--- config.mk ---
export PLATFORM = sky130hd
export DESIGN_NAME = int_div_iterative
export DESIGN_NICKNAME = d
export VERILOG_FILES = /design/src/rtl/int_div_iterative_pkg.sv /design/src/rtl/int_div_iterative_dpath.sv /design/src/rtl/int_div_iterative.sv
export SDC_FILE = /design/constraint.sdc
export NUM_CORES = 1
export LEC_CHECK = 0
export CORE_AREA = 5 5 142 144
export DETAILED_ROUTE_END_ITERATION = 10
export DIE_AREA = 0 0 147 149
export DONT_BUFFER_PORTS = 1
export GPL_TIMING_DRIVEN = 0
export PLACE_DENSITY = 0.8
export SLEW_MARGIN = 30
export SYNTH_ARGS = -nofsm -noshare
export SYNTH_HDL_FRONTEND = slang
export SYNTH_SLANG_ARGS = --single-unit
--- constraint.sdc ---
create_clock -name clk -period 5.8 [get_ports clk]
set_clock_uncertainty 0.1 [all_clocks]
set_input_delay 0.87 -clock clk [delete_from_list [all_inputs] [get_ports clk]]
set_output_delay 0.87 -clock clk [all_outputs]
set_load 0.05 [all_outputs]
--- src/rtl/int_div_iterative_pkg.sv ---
// int_div_iterative_pkg: shared FSM state type, message field slices and iteration count for the divider
package int_div_iterative_pkg;
  typedef enum logic [1:0] {IDLE, CALC, DONE} state_t;
  localparam int W = 32;
  localparam int ITERS = 32;
  localparam int CNT_W = $clog2(ITERS);
  localparam int DIVIDEND_HI = 63;
  localparam int DIVIDEND_LO = 32;
  localparam int DIVISOR_HI = 31;
  localparam int DIVISOR_LO = 0;
  localparam int REM_HI = 63;
  localparam int REM_LO = 32;
  localparam int QUO_HI = 31;
  localparam int QUO_LO = 0;
endpackage

--- src/rtl/int_div_iterative_dpath.sv ---
// int_div_iterative_dpath: restoring-division datapath (load/step controls in; in_msg dividend|divisor; out_msg rem|quo; divisor_is_zero, count_done status)
module int_div_iterative_dpath
  import int_div_iterative_pkg::*;
(
  input  logic             clk,
  input  logic             reset,
  input  logic             load,
  input  logic             step,
  input  logic [2*W-1:0]   in_msg,
  output logic [2*W-1:0]   out_msg,
  output logic             divisor_is_zero,
  output logic             count_done
);
  logic [W-1:0] dividend, divisor, dmag, rem, quo, rem_sh, quo_sh, rem_nx, quo_nx;
  logic [W:0] trial;
  logic a_neg, quo_neg;
  logic [CNT_W-1:0] count;
  assign dividend = in_msg[DIVIDEND_HI:DIVIDEND_LO];
  assign divisor = in_msg[DIVISOR_HI:DIVISOR_LO];
  assign divisor_is_zero = divisor == '0;
  assign count_done = count == CNT_W'(ITERS - 1);
  assign {rem_sh, quo_sh} = {rem, quo} << 1;
  assign trial = {1'b0, rem_sh} - {1'b0, dmag};
  assign rem_nx = trial[W] ? rem_sh : trial[W-1:0];
  assign quo_nx = {quo_sh[W-1:1], ~trial[W]};
  always_ff @(posedge clk) begin
    if (reset) begin
      count <= '0;
      out_msg <= '0;
      rem <= '0;
      quo <= '0;
      dmag <= '0;
      a_neg <= 1'b0;
      quo_neg <= 1'b0;
    end else if (load) begin
      a_neg <= dividend[W-1];
      quo_neg <= dividend[W-1] ^ divisor[W-1];
      dmag <= divisor[W-1] ? -divisor : divisor;
      quo <= dividend[W-1] ? -dividend : dividend;
      rem <= '0;
      count <= '0;
      if (divisor_is_zero) out_msg <= {dividend, {W{1'b1}}};
    end else if (step) begin
      rem <= rem_nx;
      quo <= quo_nx;
      count <= count + CNT_W'(1);
      if (count_done) begin
        out_msg[REM_HI:REM_LO] <= a_neg ? -rem_nx : rem_nx;
        out_msg[QUO_HI:QUO_LO] <= quo_neg ? -quo_nx : quo_nx;
      end
    end
  end
endmodule

--- src/rtl/int_div_iterative.sv ---
// int_div_iterative: signed 32-bit val/rdy iterative divider (istream {dividend,divisor} in, ostream {remainder,quotient} out, clk/reset sync active-high)
module int_div_iterative
  import int_div_iterative_pkg::*;
(
  input  logic             clk,
  input  logic             reset,
  input  logic             istream_val,
  output logic             istream_rdy,
  input  logic [2*W-1:0]   istream_msg,
  output logic             ostream_val,
  input  logic             ostream_rdy,
  output logic [2*W-1:0]   ostream_msg
);
  state_t state, state_d;
  logic load, divisor_is_zero, count_done;
  assign istream_rdy = (state == IDLE) && !reset;
  assign ostream_val = state == DONE;
  assign load = istream_val && istream_rdy;
  always_ff @(posedge clk) state <= reset ? IDLE : state_d;
  always_comb begin
    state_d = state;
    state_d = state == IDLE ? (load ? (divisor_is_zero ? DONE : CALC) : IDLE)
            : state == CALC ? (count_done ? DONE : CALC)
            : (ostream_rdy ? IDLE : DONE);
  end
  int_div_iterative_dpath u_dpath (
    .clk             (clk),
    .reset           (reset),
    .load            (load),
    .step            (state == CALC),
    .in_msg          (istream_msg),
    .out_msg         (ostream_msg),
    .divisor_is_zero (divisor_is_zero),
    .count_done      (count_done)
  );
  function automatic string line_trace();
    return $sformatf("%s%h|%s%02d|%s%h",
      load ? "#" : " ", istream_msg, state.name(), u_dpath.count,
      (ostream_val && ostream_rdy) ? "#" : " ", ostream_msg);
  endfunction
endmodule

## After elaboration in Yosys (flattened, before gate mapping)

Cells that the tools add are included.

| operators by class | value |
|---|---|
| add/sub/neg operators | 6 |
| multipliers | 0 |
| div/mod/pow operators | 0 |
| $lt $le $gt $ge | 0 |
| eq/ne operators | 4 |
| shift operators | 0 |
| mux-type cells | 17 |
| bitwise logic cells | 2 |
| reduce and logical (&&, ||, !) cells | 9 |

Operator list:

| cell | number |
|---|---|
| two-way mux 64 bit | 4 |
| two-way mux 32 bit | 7 |
| negator 32 bit | 4 |
| subtractor 32 x 32 -> 33 bit | 1 |
| logical NOT 32 bit | 1 |
| two-way mux 2 bit | 6 |
| adder 5 x 1 -> 5 bit, second input constant | 1 |
| == test 5 bit, second input constant | 1 |
| nonzero test 2 bit | 2 |
| AND reduction 3 bit | 1 |
| == test 2 x 1 -> 1 bit, second input constant | 1 |
| == test 2 bit, second input constant | 1 |
| logical AND 1 bit | 2 |
| logical NOT 2 bit | 1 |
| != test 2 x 1 -> 1 bit, second input constant | 1 |
| OR reduction 2 bit | 1 |
| logical NOT 1 bit | 1 |
| inverter 1 bit | 1 |
| XOR 1 bit | 1 |

| storage, ports and cells | value |
|---|---|
| register bits after elaboration | 168 |
| latch bits | 0 |
| bits in writable memories | 0 |
| bits in read-only memories | 0 |
| bits of input ports | 68 |
| output and inout bits | 66 |
| logic and storage cells | 46 |
| memories kept | 0 |

## Logic depth before layout (Yosys ltp)

| logic depth | value |
|---|---|
| depth in word-level cells | 7 |
| mapped depth | 23 |

## By module

A second synthesis with hierarchy kept.

| unflattened totals | value |
|---|---|
| cells, all modules | 1,488 |
| area, all modules | 11,731.3 um^2 |

Modules (own cells, without submodules):

| module | instances | cells an instance | area each (um^2) |
|---|---|---|---|
| int_div_iterative_dpath | 1 | 1,476 | 11,602.4 |
| int_div_iterative | 1 | 12 | 128.9 |

## Least setup slack after synthesis

OpenSTA, ideal clock, no wires.

| path | value |
|---|---|
| path kind | reg-to-reg |
| start point | register u_dpath.quo[31] |
| end point | register u_dpath.out_msg[60] |
| library setup time | 95 ps |
| data arrival time | 4,911 ps |
| path slack | 694 ps |
| stages on the path, launching flop included | 22 |
| path buffers | 3 |
| path through | dfxtp_1 inv_1 ha_1 fa_1 nand2b_1 a211oi_2 o21a_1 o211ai_4 nand2_4 buf_6 clkbuf_1 clkbuf_1 nand2_1 o21ai_0 ha_1 nand4_1 nor3_1 a41oi_1 or2_2 o41ai_1 xor2_1 a221oi_1 |

| between the ends | value |
|---|---|
| longest elaborated chain between the ends | 7 |

RTL lines:

| item | RTL line | source |
|---|---|---|
| start: declaration | int_div_iterative_dpath.sv:14 | `logic [W-1:0] dividend, divisor, dmag, rem, quo, rem_sh, quo_sh, rem_nx, quo_nx;` |
| start signal: assignment | int_div_iterative_dpath.sv:39 | `quo <= dividend[W-1] ? -dividend : dividend;` |
| start signal: assignment | int_div_iterative_dpath.sv:45 | `quo <= quo_nx;` |
| subtractor 32 x 32 -> 33 bit | int_div_iterative_dpath.sv:23 | `assign trial = {1'b0, rem_sh} - {1'b0, dmag};` |
| two-way mux 32 bit (*) | int_div_iterative_dpath.sv:24 | `assign rem_nx = trial[W] ? rem_sh : trial[W-1:0];` |
| negator 32 bit | int_div_iterative_dpath.sv:48 | `out_msg[REM_HI:REM_LO] <= a_neg ? -rem_nx : rem_nx;` |
| two-way mux 32 bit (*) | int_div_iterative_dpath.sv:48 |  |
| two-way mux 64 bit (*) | int_div_iterative_dpath.sv:47 | `if (count_done) begin` |
| two-way mux 64 bit (*) | int_div_iterative_dpath.sv:43 | `end else if (step) begin` |
| two-way mux 64 bit (*) | int_div_iterative_dpath.sv:35 | `end else if (load) begin` |
| end signal: assignment | int_div_iterative_dpath.sv:42 | `if (divisor_is_zero) out_msg <= {dividend, {W{1'b1}}};` |
| end signal: indexed assignment | int_div_iterative_dpath.sv:48 |  |
| end signal: indexed assignment | int_div_iterative_dpath.sv:49 | `out_msg[QUO_HI:QUO_LO] <= quo_neg ? -quo_nx : quo_nx;` |
| end: declaration | int_div_iterative_dpath.sv:10 | `output logic [2*W-1:0] out_msg,` |

Every way passes the cells marked *; elsewhere a longest branch is shown, timed or not. The select of a mux whose other input is x is not followed.
A chain may end at the register's enable or synchronous reset.

## Worst setup path after layout

| path | value |
|---|---|
| start point | register u_dpath.dmag[9] |
| end point | register u_dpath.out_msg[26] |

| between the ends | value |
|---|---|
| longest elaborated chain between the ends | 7 |

RTL lines:

| item | RTL line | source |
|---|---|---|
| start: declaration | int_div_iterative_dpath.sv:14 |  |
| start signal: assignment | int_div_iterative_dpath.sv:38 | `dmag <= divisor[W-1] ? -divisor : divisor;` |
| subtractor 32 x 32 -> 33 bit | int_div_iterative_dpath.sv:23 |  |
| inverter 1 bit | int_div_iterative_dpath.sv:25 | `assign quo_nx = {quo_sh[W-1:1], ~trial[W]};` |
| negator 32 bit | int_div_iterative_dpath.sv:49 |  |
| two-way mux 32 bit | int_div_iterative_dpath.sv:49 |  |
| two-way mux 64 bit | int_div_iterative_dpath.sv:47 |  |
| two-way mux 64 bit | int_div_iterative_dpath.sv:43 |  |
| two-way mux 64 bit | int_div_iterative_dpath.sv:35 |  |

No other way between the ends. The select of a mux whose other input is x is not followed.

==> run_results.csv <==
group,metric,value,unit
synth,synth_warnings,0,
synth,synth_top_family_by_area,"compound AO/OA/AOI/OAI gates",
critical_path,crit_top_cell,"ha_1",
clocking,clk_pin_slew,0.08,ns
timing,final_hold_viol_count,0,
synth,yosys.area_share.simple,0.237,
global_route,grt_pass1_wl,64.2,mm
critical_path,criticalPathCategory,"flip-flop to flip-flop",
clocking,h-tree-depth,4,
timing,rsz0062_at_grt,"no",
clocking,cts_tree,"yes",
timing,tightest_slew,0.971,ns
final_layout,n_antenna_cell,0,
synth,synth_common_cells,"nand2_1, nor2_1, dfxtp_1, o21ai_0, a21oi_1",
timing,fmax,179,MHz
final_layout,nets,1704,
synth,synth-edff-count,0,
synth,syn_nets,1677,
global_route,overflow,0,
synth,synth_ff_type,"dfxtp_1",
placed_design,dp_hpwl,33.4,mm
placed_design,dp.cells,1806,
timing,whs,0.368,ns
synth,yosysMostFrequentCell,"nand2_1",
synth,synth_seq_cells,168,
drt,antenna_left,0,
final_layout,areaGrowthSynthToFinish,8.49,%
critical_path,crit_path_start_kind,"flip-flop",
synth,ys_seq_area_frac,0.283,
floorplanning,die_x,147,µm
drt,num_vias,12531,
critical_path,cp.arrival,5.83,ns
synth,synth.avg_cell_area,7.56,µm²
floorplanning,die_area,21900,µm²
critical_path,worst-path-stages,17,
drt,drt_iter0_markers,1395,
floorplanning,die_h,149,µm
clocking,cts-hold-fix-buffers,0,
floorplanning,initial_core_util,0.639,
floorplanning,io_pins,134,
global_route,antenna_found_initial,0,
synth,synth-xor-area-share,0.0945,
timing,drv_slew,0,
global_route,grt_usage,0.374,
synth,muxShareOfSynthArea,0.0199,
critical_path,cp-end-kind,"flip-flop",
synth,synth-adder-area-share,0.0418,
pwr,power_density,390,nW/µm²
timing,slew_headroom,0.351,
floorplanning,row_count,50,
synth,ys_types,83,
placed_design,place_congestion,1.01,
critical_path,critPathTopFamily,"buffers and inverters",
clocking,cts_sinks,168,
synth,synth_area_leader_cell,"dfxtp_1",
drt,wl,42.7,mm
synth,synth_area,11900,µm²
global_route,grt_max_degree,19,
synth,yosys.area.top_type_share,0.283,
critical_path,rr_worst_depth,17,
global_route,grt_pass1_vias,11486,
timing,post-route-period-util,0.963,
final_layout,fin_cells,1844,
synth,yosys-top-cells-area,"dfxtp_1, nand2_1, nor2_1, xor2_1, o21ai_0",
timing,final.min_clock_period,5.59,ns
final_layout,drive_above_1_share,0.0739,
clocking,cts_inserted_buffers,17,
critical_path,worst-path-buf-inv,6,
final_layout,n_fill_cell,1608,
timing,setup_viol,0,
critical_path,required,6.05,ns
synth,syn_inst,1570,
critical_path,cp_max_fo,10,
min_path,hold_path.class,"flip-flop to flip-flop",
run_status,status,"complete, no violations",
placed_design,portBuffers,0,
pwr,leakagePower,0.00461,µW
min_path,whs_path_depth,2,
drt,firstDrtPassIters,6,
clocking,insertion_delay,0.44,ns
clocking,cts_root_buf,"clkbuf_16",
floorplanning,fp.coreArea,18600,µm²
pwr,peakVddDrop,0.273,mV
critical_path,cpPeakStageDelay,0.76,ns
clocking,clockBufferDepth,2,
drt,viasPerCell,6.80,
job,drv_cap,0,
drt,drc,0,
drt,wire_per_inst,23.1,µm
synth,synth_compound_area_frac,0.270,
critical_path,slowest_stage,"clkbuf_1",
critical_path,path_cells,"inv_1 -> ha_1 -> buf_4 -> a21oi_2 -> o21ai_2 -> or3_4 -> o211ai_4 -> nand2_4 -> clkinv_1 -> buf_2 -> clkbuf_1 -> buf_1 -> ha_1 -> nand3_1 -> o41ai_1 -> xor2_1 -> a211oi_1",
synth,synth-async-reset-ratio,0,
through the flow:
stage / cell area [µm²] / util / total power, µW / worst slack [ns] / setup TNS, ns
2_1_floorplan: 11900 / - / 3090 / 0.694 / 0
3_3_place_gp: 12200 / 0.654 / 3700 / -0.516 / -3.14
3_5_place_dp: 12200 / 0.655 / 3730 / -0.576 / -3.97
6_report: 12900 / 0.693 / 5030 / 0.215 / 0
5_1_grt: 12900 / 0.693 / 5250 / 0.0410 / 0
4_1_cts: 12800 / 0.688 / 4870 / 0.00388 / 0
per-layer routing:
| metal | vias to the layer above | global-route usage | routed length, µm |
|---|---|---|---|
| met5 | - | 0 | 0 |
| met4 | 0 | 0.261 | 3350 |
| met3 | 149 | 0.0717 | 4150 |
| met2 | 750 | 0.607 | 19200 |
| met1 | 5841 | 0.448 | 16000 |
| li1 | 5791 | - | - |
layout by cell type, fill, tap and decap left out, types with 7 or more instances in the layout:
| cell | count |
|---|---|
| xnor2_1 | 61 |
| nor3_1 | 45 |
| a211oi_1 | 65 |
| a311oi_1 | 28 |
| nand4_1 | 14 |
| clkbuf_1 | 61 |
| buf_1 | 15 |
| a21oi_2 | 7 |
| o41ai_1 | 16 |
| a31oi_1 | 13 |
| nor4_1 | 12 |
| o211ai_1 | 12 |
| and2_1 | 9 |
| o31ai_1 | 35 |
| buf_4 | 9 |
| nand2b_1 | 15 |
| o21ai_1 | 10 |
| nor2_1 | 172 |
| dfxtp_1 | 168 |
| nand3_1 | 43 |
| clkbuf_16 | 17 |
| inv_1 | 51 |
| and3_1 | 11 |
| a21oi_1 | 80 |
| buf_2 | 22 |
| or4_1 | 16 |
| xor2_1 | 67 |
| o21ai_0 | 107 |
| mux2i_1 | 18 |
| a21o_1 | 15 |
| nand2_1 | 181 |
| or3_1 | 41 |
| ha_1 | 37 |
path summary, 6_finish.rpt:
path	slack, ns	startpoint	end
setup reg to reg	0.21	u_dpath.dmag[9]	u_dpath.out_msg[26]
hold / removal	0.37	u_dpath.count[4]	u_dpath.count[4]
setup / recovery	0.21	u_dpath.dmag[9]	u_dpath.out_msg[26]
hold reg to reg	0.37	u_dpath.count[4]	u_dpath.count[4]
area by class of cell:
class / instances / area (µm²) / share of cell area
buffer: 104 / 447 / 0.0347
multi-input combinational: 1246 / 7930 / 0.616
inverter: 52 / 195 / 0.0152
tap: 234 / 293 / 0.0227
clock inverter: 14 / 155 / 0.0121
timing repair buffer: 8 / 56.3 / 0.00437
clock buffer: 18 / 439 / 0.0341
sequential: 168 / 3360 / 0.261
worst min-delay path, delay by kind of cell (launching register included):
kind | cells | cell delay (ns)
AND/OR/NAND/NOR | 1 | 0.05
AO/OA/AOI/OAI | 1 | 0.05
flip-flops | 1 | 0.32
power by group:
part | total [µW] | switching, µW | internal, µW
registers | 1330 | 103 | 1230
logic | 2550 | 1650 | 891
clock network | 1150 | 561 | 587
registers in the layout (all words and copies together) (netlist names):
| signal | count |
|---|---|
| u_dpath.a_neg | 1 |
| u_dpath.out_msg | 64 |
| u_dpath.quo | 32 |
| u_dpath.rem | 31 |
| u_dpath.count | 5 |
| u_dpath.dmag | 32 |
| u_dpath.quo_neg | 1 |
| state | 2 |
repair_timing:
action,in CTS,in global routing
endpoints found under the setup margin,12,12
buffers inserted,0,6
pin swaps,0,4
gates resized for setup,4,15
logic make-up (layout without fill, tap and decap cells):
group	after synthesis	in the layout
simple gates	591	591
compound gates	467	467
flops	168	168
buf+inv	156	196
xor+xnor	128	128
fa+ha+maj	39	39
mux	21	21
No activity file was read; power rests on OpenSTA's default activity.
